$ cat config.mk
export PLATFORM = sky130hd
export DESIGN_NAME = ms_fifo_ahbl
export DESIGN_NICKNAME = d
export VERILOG_FILES = /design/src/rtl/ms_fifo_ahbl.sv
export SDC_FILE = /design/constraint.sdc
export NUM_CORES = 1
export LEC_CHECK = 0
export BUFFER_PORTS_ARGS = -buffer_cell sky130_fd_sc_hd__buf_2
export CAP_MARGIN = 5
export CORE_AREA = 8 8 270 246
export CTS_CLUSTER_SIZE = 30
export DETAILED_ROUTE_END_ITERATION = 10
export DIE_AREA = 0 0 278 254
export GPL_TIMING_DRIVEN = 0
export HOLD_SLACK_MARGIN = 0.02
export SETUP_SLACK_MARGIN = 0.05
export SLEW_MARGIN = 40
export SYNTH_ARGS = -nofsm -noshare
export SYNTH_HDL_FRONTEND = slang
export SYNTH_SLANG_ARGS = --single-unit
$ cat constraint.sdc
create_clock -name HCLK -period 5 [get_ports HCLK]
set_clock_uncertainty 0.1 [all_clocks]
set_input_delay 1 -clock HCLK [delete_from_list [all_inputs] [get_ports HCLK]]
set_output_delay 1 -clock HCLK [all_outputs]
set_load 0.02 [all_outputs]
$ cat src/rtl/ms_fifo_ahbl.sv
// ms_fifo_ahbl
//   Word FIFO written by a DMA controller over AHB-Lite and drained as a
//   valid/ready stream. A low-level interrupt asks the DMAC to refill.
//
//   Register map (HADDR[7:0]):
//     0x00 DATA   W: push word, R: 0
//     0x04 STATUS R: {16'h0, LEVEL[7:0], 5'h0, OVF, FULL, EMPTY}
//     0x08 CTRL   RW: bit0 EN, bit1 FLUSH (write-1, reads 0), bit2 IE
//     0x0C THRESH RW: 8-bit IRQ threshold
//     others      R: 0xDEADBEEF, writes ignored
//
//   Ports:
//     HCLK, HRESETn                 clock, asynchronous active-low reset
//     HSEL..HWDATA                  AHB-Lite slave inputs
//     HREADYOUT, HRDATA             AHB-Lite slave outputs (HRESP always OKAY)
//     S_TDATA, S_TVALID, S_TREADY   stream head word / valid / consumer accept
//     IRQ                           IE & EN & (LEVEL <= THRESH)
//
//   Build option MS_FIFO_STALL_EN:
//     defined   - a DATA write to a full FIFO holds HREADYOUT low until a pop
//                 makes room, then the word is pushed.
//     undefined - a DATA write to a full FIFO is dropped and OVF is set
//                 (sticky until FLUSH or reset).
module ms_fifo_ahbl #(
  parameter int DEPTH = 16
) (
  input  logic        HCLK,
  input  logic        HRESETn,
  input  logic        HSEL,
  input  logic [1:0]  HTRANS,
  input  logic [31:0] HADDR,
  input  logic        HWRITE,
  input  logic [2:0]  HSIZE,
  input  logic        HREADY,
  input  logic [31:0] HWDATA,
  output logic        HREADYOUT,
  output logic [31:0] HRDATA,
  output logic [31:0] S_TDATA,
  output logic        S_TVALID,
  input  logic        S_TREADY,
  output logic        IRQ
);

  localparam int AW = $clog2(DEPTH);
  localparam int LW = AW + 1;

  localparam logic [7:0] A_DATA   = 8'h00;
  localparam logic [7:0] A_STATUS = 8'h04;
  localparam logic [7:0] A_CTRL   = 8'h08;
  localparam logic [7:0] A_THRESH = 8'h0C;

  // Data-phase bookkeeping captured from the address phase
  logic          dp_valid_q, dp_valid_d;
  logic          dp_write_q, dp_write_d;
  logic [7:0]    dp_addr_q, dp_addr_d;

  // FIFO state
  logic [AW-1:0] wr_ptr_q, wr_ptr_d;
  logic [AW-1:0] rd_ptr_q, rd_ptr_d;
  logic [LW-1:0] level_q, level_d;
  logic          ovf_q, ovf_d;

  // Control registers
  logic          en_q, en_d;
  logic          ie_q, ie_d;
  logic [7:0]    thresh_q, thresh_d;

  // Storage, deliberately not reset
  logic [31:0]   mem [DEPTH];

  logic          data_wr, ctrl_wr, thresh_wr, flush;
  logic          full, empty, pop, push, room, stall, ovf_set;
  logic [8:0]    level_ext;
  logic [7:0]    level_sat;

  logic          unused_ok;
  assign unused_ok = ^{HADDR[31:8], HTRANS[0], HSIZE};

  always_comb begin
    data_wr   = dp_valid_q & dp_write_q & (dp_addr_q == A_DATA);
    ctrl_wr   = dp_valid_q & dp_write_q & (dp_addr_q == A_CTRL);
    thresh_wr = dp_valid_q & dp_write_q & (dp_addr_q == A_THRESH);
    flush     = ctrl_wr & HWDATA[1];

    full  = (level_q == LW'(DEPTH));
    empty = (level_q == '0);
    pop   = en_q & ~empty & S_TREADY;
    // A same-cycle pop frees a slot, so a full FIFO can still accept.
    room  = ~full | pop;
`ifdef MS_FIFO_STALL_EN
    stall   = data_wr & en_q & ~room;
    ovf_set = 1'b0;
`else
    stall   = 1'b0;
    ovf_set = data_wr & en_q & ~room;
`endif
    push = data_wr & en_q & room;
  end

  // Address-phase capture; held while the bus is stalled.
  always_comb begin
    dp_valid_d = dp_valid_q;
    dp_write_d = dp_write_q;
    dp_addr_d  = dp_addr_q;
    if (HREADY) begin
      dp_valid_d = HSEL & HTRANS[1];
      dp_write_d = HWRITE;
      dp_addr_d  = HADDR[7:0];
    end
  end

  always_comb begin
    wr_ptr_d = wr_ptr_q;
    rd_ptr_d = rd_ptr_q;
    level_d  = level_q;
    ovf_d    = ovf_q | ovf_set;
    if (flush) begin
      wr_ptr_d = '0;
      rd_ptr_d = '0;
      level_d  = '0;
      ovf_d    = 1'b0;
    end else begin
      if (push) wr_ptr_d = wr_ptr_q + AW'(1);
      if (pop)  rd_ptr_d = rd_ptr_q + AW'(1);
      case ({push, pop})
        2'b10:   level_d = level_q + LW'(1);
        2'b01:   level_d = level_q - LW'(1);
        default: level_d = level_q;
      endcase
    end
  end

  always_comb begin
    en_d     = en_q;
    ie_d     = ie_q;
    thresh_d = thresh_q;
    if (ctrl_wr) begin
      en_d = HWDATA[0];
      ie_d = HWDATA[2];
    end
    if (thresh_wr) thresh_d = HWDATA[7:0];
  end

  always_ff @(posedge HCLK or negedge HRESETn) begin
    if (!HRESETn) begin
      dp_valid_q <= 1'b0;
      dp_write_q <= 1'b0;
      dp_addr_q  <= '0;
      wr_ptr_q   <= '0;
      rd_ptr_q   <= '0;
      level_q    <= '0;
      ovf_q      <= 1'b0;
      en_q       <= 1'b0;
      ie_q       <= 1'b0;
      thresh_q   <= '0;
    end else begin
      dp_valid_q <= dp_valid_d;
      dp_write_q <= dp_write_d;
      dp_addr_q  <= dp_addr_d;
      wr_ptr_q   <= wr_ptr_d;
      rd_ptr_q   <= rd_ptr_d;
      level_q    <= level_d;
      ovf_q      <= ovf_d;
      en_q       <= en_d;
      ie_q       <= ie_d;
      thresh_q   <= thresh_d;
    end
  end

  always_ff @(posedge HCLK) begin
    if (push) mem[wr_ptr_q] <= HWDATA;
  end

  // LEVEL needs 9 bits at DEPTH=256; the status field saturates at 255.
  always_comb begin
    level_ext = 9'(level_q);
    level_sat = level_ext[8] ? 8'hFF : level_ext[7:0];
  end

  // Read data is driven combinationally during the data phase so a read that
  // follows a write back-to-back sees that write's effect.
  always_comb begin
    HRDATA = 32'h0;
    if (dp_valid_q && !dp_write_q) begin
      case (dp_addr_q)
        A_DATA:   HRDATA = 32'h0;
        A_STATUS: HRDATA = {16'h0, level_sat, 5'h0, ovf_q, full, empty};
        A_CTRL:   HRDATA = {29'h0, ie_q, 1'b0, en_q};
        A_THRESH: HRDATA = {24'h0, thresh_q};
        default:  HRDATA = 32'hDEAD_BEEF;
      endcase
    end
  end

  // The head is read combinationally so a pushed word is presented on the
  // cycle right after its data phase.
  always_comb begin
    HREADYOUT = ~stall;
    S_TVALID  = en_q & ~empty;
    S_TDATA   = mem[rd_ptr_q];
    IRQ       = ie_q & en_q & (level_ext <= {1'b0, thresh_q});
  end

endmodule

==> run summary, run 1 <==
Die ar. = 0.0706 sq mm
CTS buffer count = 54
Die Y = 254 microns
Final net count = 1236
Share of flip-flops with an asynchronous set or reset = 6.23%
Layout area overhead = 18.0%
CTS sink count = 546
Post-DP HPWL = 30.9 mm
Logic gate share of total power = 16.4%
Syn avg cell area = 22.6 sq um
NetSw = 2700 uW
R2r endpoint = mem[7][10]
Hold Buf Count CTS = 0
Seq cells post-synth = 546
Crit end category = output pin
Status = finished clean
Fmax = 0.219 GHz
Flop pwr share = 45.7%
Gpl congestion = 0.776
Reg2Reg Depth = 11
Post-synth top flop = edfxtp_1
Sequential-to-total area share from yosys stat = 75.8%
Core Area = 0.0618 sq mm
Drt first pass iters = 5
Via Count = 10300
Drc violations = 0
Clock latency at the later pin of the worst-skew pair = 0.60 ns
Final Cycle Share = 91.2%
Starting Density = 34.6%
Worst Hold Slack = 0.261 ns
Commonest cells after routing, fill and taps aside = 512 x edfxtp_1, 160 x mux4_2, 141 x buf_2, 54 x clkbuf_16, 34 x dfrtp_1
Worst setup SP type = register
CP Cell Sequence = clkbuf_1, clkbuf_1, buf_2, mux4_2, mux4_2, buf_2
Period minus WS final = 4.56 ns
DR iter-0 viols = 863
Ys Warns = 0
Slowest stage delay, CP = 0.58 ns
Maxcap violations = 0
Post-synth EDFFs = 512
R2R Setup Slk = 1.09 ns
Total power = 11100 uW
CTS clk-pin slew, worst paths = 0.06 ns
# resized after CTS = 0
Total GRT Usage = 13.9%
Root buf cell = clkbuf_16
CP startpoint = rd_ptr_q[0]
Mapped Area = 0.0214 sq mm
CTS H-Tree Depth = 2
TritonCTS clock tree = done
Leakage = 0.00837 uW
R2R Path Start = dp_addr_q[5]
Worst Path Arrival = 3.46 ns
Worst Hold Class = input pin to async pin
Row count = 87
DR vias/cell = 5.15
GRT overflow = 0
Max Slew Vio Count = 0
Synth unique cells = 45
Pwr/cell area = 438 mW/mm^2
Critical Path RT = 3.90 ns
CP Max Fanout = 10
Fin. Hold Viols = 0
Number of fill cells = 5367
CP Class = register to output pin
Commonest non-fill, non-tap cell in the layout = edfxtp_1
Slew headroom = 46.7%
Initial antenna violation count = 4
Ports = 142
Final wirelength = 49.6 mm
Bufs on Longest Clock Path = 3
First-pass GRT wire length = 72.8 mm
Cells after synthesis = 945
Fraction of layout cells with a size suffix above 1 = 39.4%
Port-buffer cells = 106
RSZ-0062 raised after global routing = no
Number of global-route vias before repair = 10800
# setup viols final = 0
Horiz. Die Dim = 278 microns
Final antenna-violating net count = 0
Post CTS Setup Buffer Count = 0
Slew @ Worst Pin = 0.800 ns
Internal power = 8350 uW
Peak VDD IR = 0.235 mV
Critical path's slowest cell = mux4_2
Net Sw Frac = 24.5%
Clk pwr share = 37.9%
Largest net degree at the start of global routing = 35
WL per Instance = 24.9 microns
kinds of logic (layout without fill, tap and decap cells):
group	Yosys count	count (layout)	share of synthesized area, %
adder cells (fa/ha/maj)	14	14	0.854
other	2	8	0.0351
buffers and inverters	76	318	1.74
AO/OA/AOI/OAI	32	32	0.976
XOR/XNOR	6	6	0.246
multiplexers	185	185	18.1
flip-flops	546	546	75.8
AND/OR/NAND/NOR	84	84	2.21
power by group through the flow:
stage / Clock, uW / Combinational, uW / Sequential [uW]
3_5_place_dp: 0 / 1860 / 5150
2_1_floorplan: 0 / 1300 / 5140
3_3_place_gp: 0 / 1850 / 5150
6_report: 4190 / 1810 / 5060
4_1_cts: 4270 / 1870 / 5050
5_1_grt: 4430 / 1960 / 5060
worst max-delay path by stage:
stage                             end  slack (ns)  cells after the start
after floorplan             mem[3][0]       -0.39                      5
after global placement     mem[3][21]       -5.12                      6
after detailed placement   mem[7][14]        0.57                     12
after CTS                 S_TDATA[12]        0.38                      6
after global routing       S_TDATA[4]        0.27                      6
final                      S_TDATA[4]        0.44                      6
worst max-delay path, delay by kind of cell (launching register included):
family / cells / cell delay (ns)
mux: 2 / 1.13
buf+inv: 4 / 1.38
flops: 1 / 0.35
synthesized netlist by cell type, types with 7 or more instances:
cell,number,area [sq um]
edfxtp_1,512,15400
mux4_2,160,3600
dfrtp_1,34,851
clkbuf_1,24,90.1
nand2_1,23,86.3
buf_4,19,143
mux2_2,19,214
ha_1,13,163
inv_1,13,48.8
nor2_1,13,48.8
buf_2,12,60.1
a21o_1,10,75.1
and3_1,10,62.6
and2_1,9,56.3
buf_1,7,26.3
o21ai_0,7,35.0
layer usage:
| layer | routed length [microns] | track usage, % | share of wire (%) |
|---|---|---|---|
| met2 | 22900 | 21.7 | 46 |
| met5 | 12 | 0 | 0.024 |
| met4 | 805 | 2.89 | 1.6 |
| met3 | 3460 | 3.45 | 7.0 |
| met1 | 22400 | 19.9 | 45 |
area by class of cell:
type	count	area [sq um]	share of cell area (%)
Sequential cell	546	16200	64.2
Multi-Input combinational cell	328	4890	19.4
Clock buffer	61	1380	5.45
Tap cell	801	1000	3.97
Timing Repair Buffer	141	921	3.65
Clock inverter	40	449	1.78
Buffer	62	339	1.34
Inverter	14	52.6	0.208
Antenna cell	1	2.50	0.00991
per-stage QoR:
step	area (sq um)	cells	TNS, ns	worst slack, ns	util [%]
CTS	25300	1993	0	0.384	40.8
global placement	23000	1857	-327.10	-5.12	37.1
finish	25300	1994	0	0.438	40.9
detailed placement	23400	1892	0	0.565	37.9
global route	25300	1993	0	0.265	40.9
floorplan	21400	950	-25.16	-0.393	-
registers in the layout, indices dropped and copies added (netlist names), 4 cells and up:
signal,cells
mem,512
dp_addr_q,8
thresh_q,8
level_q,5
rd_ptr_q,4
wr_ptr_q,4
Note: power is estimated with default switching activity, not from simulation.
==> run 2: changes to the inputs <==
CORE_AREA = 5 5 267 243   (was 8 8 270 246)
CTS_CLUSTER_SIZE = 40   (was 30)
DIE_AREA = 0 0 272 248   (was 0 0 278 254)
==> run 2 against run 1 <==
  * Critical path depth is the same
  * Sequential power about the same
  * Routed wire length down 0.65%
  * Clock power down 11%
  * Cell count barely moved
  * Register-to-register slack improved by 0.32 ns
  * Non-clock buffer count grew 3
  * Die area fell by 4.5%
  * Maximum frequency grew 0.13%
  * Combinational power hardly changed
  * Largest power group unchanged
==> run summary, run 2 (same netlist as run 1, synthesis figures left out) <==
Commonest non-fill, non-tap cell in the layout = edfxtp_1
Horiz. Die Dim = 272 microns (-2.2%)
Non-filler cells, final = 1993 (-0.050%)
CP Class = register to output pin
CTS clk-pin slew, worst paths = 0.06 ns (about the same)
Die Y = 248 microns (-2.4%)
Drc violations = 0 (unchanged)
Max Slew Vio Count = 0 (unchanged)
Flop pwr share = 47.8% (+2.1 points)
Number of global-route vias before repair = 10900 (+0.22%)
Total power = 10600 uW (-4.2%)
Critical Path RT = 3.90 ns (about the same)
Starting Density = 34.5% (-0.061 points)
Max reg flops = 512 (unchanged)
DR iter-0 viols = 958 (+11%)
DR vias/cell = 5.13 (-0.32%)
Final Cycle Share = 91.1% (-0.12 points)
Peak VDD IR = 0.263 mV (+12%)
Final antenna-violating net count = 0 (unchanged)
Final wirelength = 49.2 mm (-0.65%)
CP Max Fanout = 10 (unchanged)
Fraction of layout cells with a size suffix above 1 = 39.0% (-0.47 points)
Root buf cell = clkbuf_16
CTS H-Tree Depth = 2 (unchanged)
R2R Path Start = dp_addr_q[5]
Drt first pass iters = 5 (unchanged)
Via Count = 10200 (-0.37%)
Pwr/cell area = 422 mW/mm^2 (-3.5%)
Worst setup SP type = register
Fmax = 0.220 GHz (+0.13%)
NetSw = 2630 uW (-2.6%)
Bufs on Longest Clock Path = 3 (unchanged)
Ports = 142 (unchanged)
RSZ-0062 raised after global routing = no
Largest regs = mem: 512 flops, dp_addr_q: 8 flops, thresh_q: 8 flops
TritonCTS clock tree = done
Crit end category = output pin
Leakage = 0.00827 uW (-1.1%)
Initial antenna violation count = 4 (unchanged)
# setup viols final = 0 (unchanged)
Hold Buf Count CTS = 0 (unchanged)
Port-buffer cells = 106 (unchanged)
Die ar. = 0.0675 sq mm (-4.5%)
Logic gate share of total power = 17.0% (+0.6 points)
Final net count = 1239 (+0.24%)
Status = finished clean
Fin. Hold Viols = 0 (unchanged)
WL per Instance = 24.7 microns (-0.60%)
Number of fill cells = 5459 (+1.7%)
Most flops, register = mem
Post CTS Setup Buffer Count = 0 (unchanged)
Row count = 87 (unchanged)
Post-DP HPWL = 30.6 mm (-0.94%)
# resized after CTS = 0 (unchanged)
Internal power = 7950 uW (-4.8%)
Gpl congestion = 0.759 (-2.2%)
Period minus WS final = 4.56 ns (-0.00581 ns)
CTS buffer count = 54 (unchanged)
Layout area overhead = 17.1%
Maxcap violations = 0 (unchanged)
GRT overflow = 0 (unchanged)
CP startpoint = rd_ptr_q[0]
CTS sink count = 546 (unchanged)
Net Sw Frac = 24.9% (+0.41 points)
Placed instance count = 1895 (+0.16%)
Slew @ Worst Pin = 0.803 ns (+0.00365 ns)
Worst Hold Class = input pin to async pin
First-pass GRT wire length = 72.8 mm (about the same)
Commonest cells after routing, fill and taps aside = 512 x edfxtp_1, 160 x mux4_2, 141 x buf_2, 55 x clkbuf_16, 34 x dfrtp_1
Total GRT Usage = 14.6% (+0.69 points)
Clk pwr share = 35.2% (-2.7 points)
Slew headroom = 46.4% (-0.24 points)
Clock latency at the later pin of the worst-skew pair = 0.60 ns (about the same)
Largest net degree at the start of global routing = 35 (unchanged)
Core Area = 0.0619 sq mm (+0.18%)
Worst Path Arrival = 3.46 ns (about the same)
run 2: cell count changes in the layout (fill, tap and decap cells not counted), sizes merged:
cell | before | now
clkinv | 27 | 20
buf | 179 | 181
bufinv | 9 | 0
inv | 16 | 15
clkinvlp | 2 | 1
clkbuf | 85 | 100
run 2: path summary, 6_finish.rpt:
check	to	cells after the start	slack (ns)
min reg2reg	dp_addr_q[0]	1	0.40
max reg2reg	mem[3][14]	10	1.41
min	wr_ptr_q[0]	1	0.26
max	S_TDATA[0]	6	0.44
max in group asynchronous	thresh_q[0]	1	4.21
min in group HCLK	dp_addr_q[0]	1	0.40
run 2: power groups by stage:
stage	Clock [uW]	Combinational, uW	Sequential (uW)
6_report	3730	1800	5060
5_1_grt	4000	1960	5060
4_1_cts	3810	1860	5060
3_5_place_dp	0	1860	5150
3_3_place_gp	0	1830	5150
2_1_floorplan	0	1300	5140
run 2: per-layer routing:
metal / global-route usage, % / part of all wire [%] / wire length [microns] / up-vias
li1: - / - / - / 4373
met1: 20.8 / 44 / 21500 / 5438
met2: 23.3 / 48 / 23500 / 343
met3: 3.27 / 7.1 / 3480 / 68
met4: 3.46 / 1.5 / 717 / 6
met5: 0 / 0.071 / 35 / -
run 2: layout make-up:
type                       count  area (sq um)  area share [%]
clock buffer                  75          1470            5.87
inverter                      14          52.6           0.210
antenna                        1          2.50         0.00998
buffer                        62           338            1.35
timing repair buffer         144           943            3.76
multi-input combinational    328          4900            19.5
sequential                   546         16200            64.7
clock inverter                22           133           0.529
tap                          801          1000            4.00
run 2: critical path, stage by stage, from the launching register on:
cell      delay [ns]
dfrtp_1         0.36
clkbuf_1        0.22
clkbuf_1        0.43
buf_2           0.50
mux4_2          0.57
mux4_2          0.57
buf_2           0.20
run 2: metrics by stage:
step / hold slack [ns] / instance area, sq um / setup WS (ns) / TNS (ns) / utilization, %
4_1_cts: 0.396 / 25100 / 0.366 / 0 / 40.4
2_1_floorplan: 0.372 / 21400 / -0.393 / -25.16 / -
6_report: 0.263 / 25100 / 0.444 / 0 / 40.5
3_3_place_gp: 0.382 / 23000 / -5.03 / -313.96 / 37.1
5_1_grt: 0.289 / 25100 / 0.234 / 0 / 40.5
3_5_place_dp: 0.390 / 23400 / 0.978 / 0 / 37.9
==> run 3: changes to the inputs <==
CORE_AREA = 2 2 264 240   (was 5 5 267 243)
DIE_AREA = 0 0 266 242   (was 0 0 272 248)
==> run 3 against run 2 <==
  * Register-to-register slack improved by 0.13 ns
  * Global-route usage is 0.58 points higher
  * Sequential cell count did not move
  * Sequential share of layout area fell by 0.37 points
  * Clock-buffer cell count shrank 11
  * Via count increased by 0.43%
  * Cell count shrank 0.15%
  * Critical path type unchanged
  * Largest power group unchanged
  * Highest routed layer unchanged
==> run summary, run 3 (same netlist as run 1, synthesis figures left out) <==
Clk pwr share = 37.2% (+2.0 points)
Gpl congestion = 0.763 (+0.45%)
R2R Setup Slk = 1.54 ns (+0.13 ns)
Reg2Reg Depth = 9 (-1)
Starting Density = 34.6% (+0.061 points)
Die ar. = 0.0644 sq mm (-4.6%)
Hold Buf Count CTS = 0 (unchanged)
Ports = 142 (unchanged)
Post-Place Cell Area = 0.0234 sq mm (about the same)
Final core utilization = 40.8% (+0.30 points)
First-pass GRT wire length = 71.8 mm (-1.4%)
Pwr/cell area = 433 mW/mm^2 (+2.5%)
R2R Path Start = dp_addr_q[5]
Largest net degree at the start of global routing = 35 (unchanged)
Setup WS post-layout = 0.410 ns (-0.0338 ns)
Final antenna-violating net count = 0 (unchanged)
Flop pwr share = 46.3% (-1.5 points)
DR iter-0 viols = 1054 (+10%)
TritonCTS clock tree = done
Root buf cell = clkbuf_16
CP Class = register to output pin
Drt first pass iters = 5 (unchanged)
Port-buffer cells = 106 (unchanged)
Row count = 87 (unchanged)
Bufs on Longest Clock Path = 3 (unchanged)
Logic gate share of total power = 16.5% (-0.5 points)
Ant diodes = 0 (-1)
R2r endpoint = mem[3][13]
Worst Path Arrival = 3.49 ns (+0.03 ns)
Final Cycle Share = 91.8% (+0.68 points)
Post-DP HPWL = 29.8 mm (-2.5%)
CTS clk-pin slew, worst paths = 0.06 ns (about the same)
Initial antenna violation count = 2 (-2)
GRT overflow = 0 (unchanged)
CP Max Fanout = 10 (unchanged)
Die Y = 242 microns (-2.4%)
Final net count = 1234 (-0.40%)
Horiz. Die Dim = 266 microns (-2.2%)
Fraction of layout cells with a size suffix above 1 = 39.4% (+0.40 points)
Maxcap violations = 0 (unchanged)
Worst Hold Slack = 0.256 ns (-0.00701 ns)
CTS H-Tree Depth = 2 (unchanged)
DR vias/cell = 5.16 (+0.58%)
Number of global-route vias before repair = 10900 (unchanged)
NetSw = 2670 uW (+1.3%)
Slew headroom = 44.6% (-1.9 points)
Commonest cells after routing, fill and taps aside = 512 x edfxtp_1, 160 x mux4_2, 140 x buf_2, 54 x clkbuf_16, 34 x dfrtp_1
# setup viols final = 0 (unchanged)
CTS buffer count = 53 (-1.9%)
RSZ-0062 raised after global routing = no
Critical Path RT = 3.90 ns (about the same)
Slew @ Worst Pin = 0.831 ns (+0.0278 ns)
Final wirelength = 48.5 mm (-1.4%)
Worst setup SP type = register
Period minus WS final = 4.59 ns (+0.0338 ns)
Final instance area = 0.0252 sq mm (+0.57%)
Status = finished clean
Via Count = 10300 (+0.43%)
Net Sw Frac = 24.4% (-0.43 points)
Crit end category = output pin
Peak VDD IR = 0.232 mV (-12%)
Core Area = 0.0618 sq mm (-0.18%)
Largest regs = mem: 512 flops, dp_addr_q: 8 flops, thresh_q: 8 flops
Pre-CTS setup slack = 0.968 ns (-0.00972 ns)
WL per Instance = 24.4 microns (-1.3%)
Clock latency at the later pin of the worst-skew pair = 0.60 ns (about the same)
Number of fill cells = 5380 (-1.4%)
Most flops, register = mem
Total GRT Usage = 15.2% (+0.58 points)
Max reg flops = 512 (unchanged)
Commonest non-fill, non-tap cell in the layout = edfxtp_1
Max Slew Vio Count = 0 (unchanged)
Fin. Hold Viols = 0 (unchanged)
Layout area overhead = 17.8%
# resized after CTS = 0 (unchanged)
Total power = 10900 uW (+3.1%)
Fmax = 0.218 GHz (-0.74%)
Post CTS Setup Buffer Count = 0 (unchanged)
Internal power = 8250 uW (+3.7%)
Leakage = 0.00832 uW (+0.56%)
Drc violations = 0 (unchanged)
CTS sink count = 546 (unchanged)
Worst Hold Class = input pin to async pin
==> run 3: cell types whose count changed in the layout (fill, tap and decap cells not counted), sizes merged <==
cell	before	now
clkbuf	100	89
clkinvlp	1	5
clkinv	20	22
bufinv	0	7
buf	181	177
diode	1	0
==> run 3: final cells by class <==
class                   count  area [sq um]  share of cell area (%)
inverters                  14          52.6                   0.208
repair buffers            140           923                    3.66
well taps                 801          1000                    3.98
clock buffers              64          1390                    5.51
clock inverters            35           377                    1.49
flip-flops and latches    546         16200                    64.4
plain buffers              62           337                    1.34
multi-input cells         328          4900                    19.4
==> run 3: worst max-delay path by stage <==
| stage | start | to | slack [ns] |
|---|---|---|---|
| after floorplan | S_TREADY | mem[3][0] | -0.39 |
| after global placement | S_TREADY | mem[3][13] | -5.09 |
| after detailed placement | rd_ptr_q[0] | S_TDATA[31] | 0.97 |
| after CTS | rd_ptr_q[0] | S_TDATA[31] | 0.32 |
| after global routing | rd_ptr_q[0] | S_TDATA[0] | 0.23 |
| final | rd_ptr_q[0] | S_TDATA[12] | 0.41 |
==> run 3: metal layers <==
| metal | routed length [microns] | global-route usage, % | part of all wire, % | vias up |
|---|---|---|---|---|
| li1 | - | - | - | 4352 |
| met4 | 722 | 3.02 | 1.5 | 4 |
| met3 | 3360 | 3.53 | 6.9 | 61 |
| met5 | 23 | 0 | 0.047 | - |
| met1 | 21300 | 21.6 | 44 | 5519 |
| met2 | 23100 | 24.1 | 48 | 336 |
==> run 3: worst max-delay path, stage by stage, from the launching register on <==
cell and delay, ns:
dfrtp_1 0.35, clkbuf_1 0.25, clkbuf_1 0.45, buf_2 0.55, mux4_2 0.58, mux4_2 0.52, buf_2 0.19
==> run 3: power groups by stage <==
stage | Clock, uW | Sequential (uW) | Combinational, uW
6_report | 4060 | 5050 | 1800
5_1_grt | 4300 | 5060 | 1950
4_1_cts | 4130 | 5060 | 1860
3_5_place_dp | 0 | 5150 | 1850
3_3_place_gp | 0 | 5150 | 1830
2_1_floorplan | 0 | 5140 | 1300
==> run 3: through the flow <==
stage | instances | setup TNS [ns]
after global routing | 1990 | 0
after floorplan | 950 | -25.16
final | 1990 | 0
after CTS | 1990 | 0
after detailed placement | 1891 | 0
after global placement | 1857 | -323.91
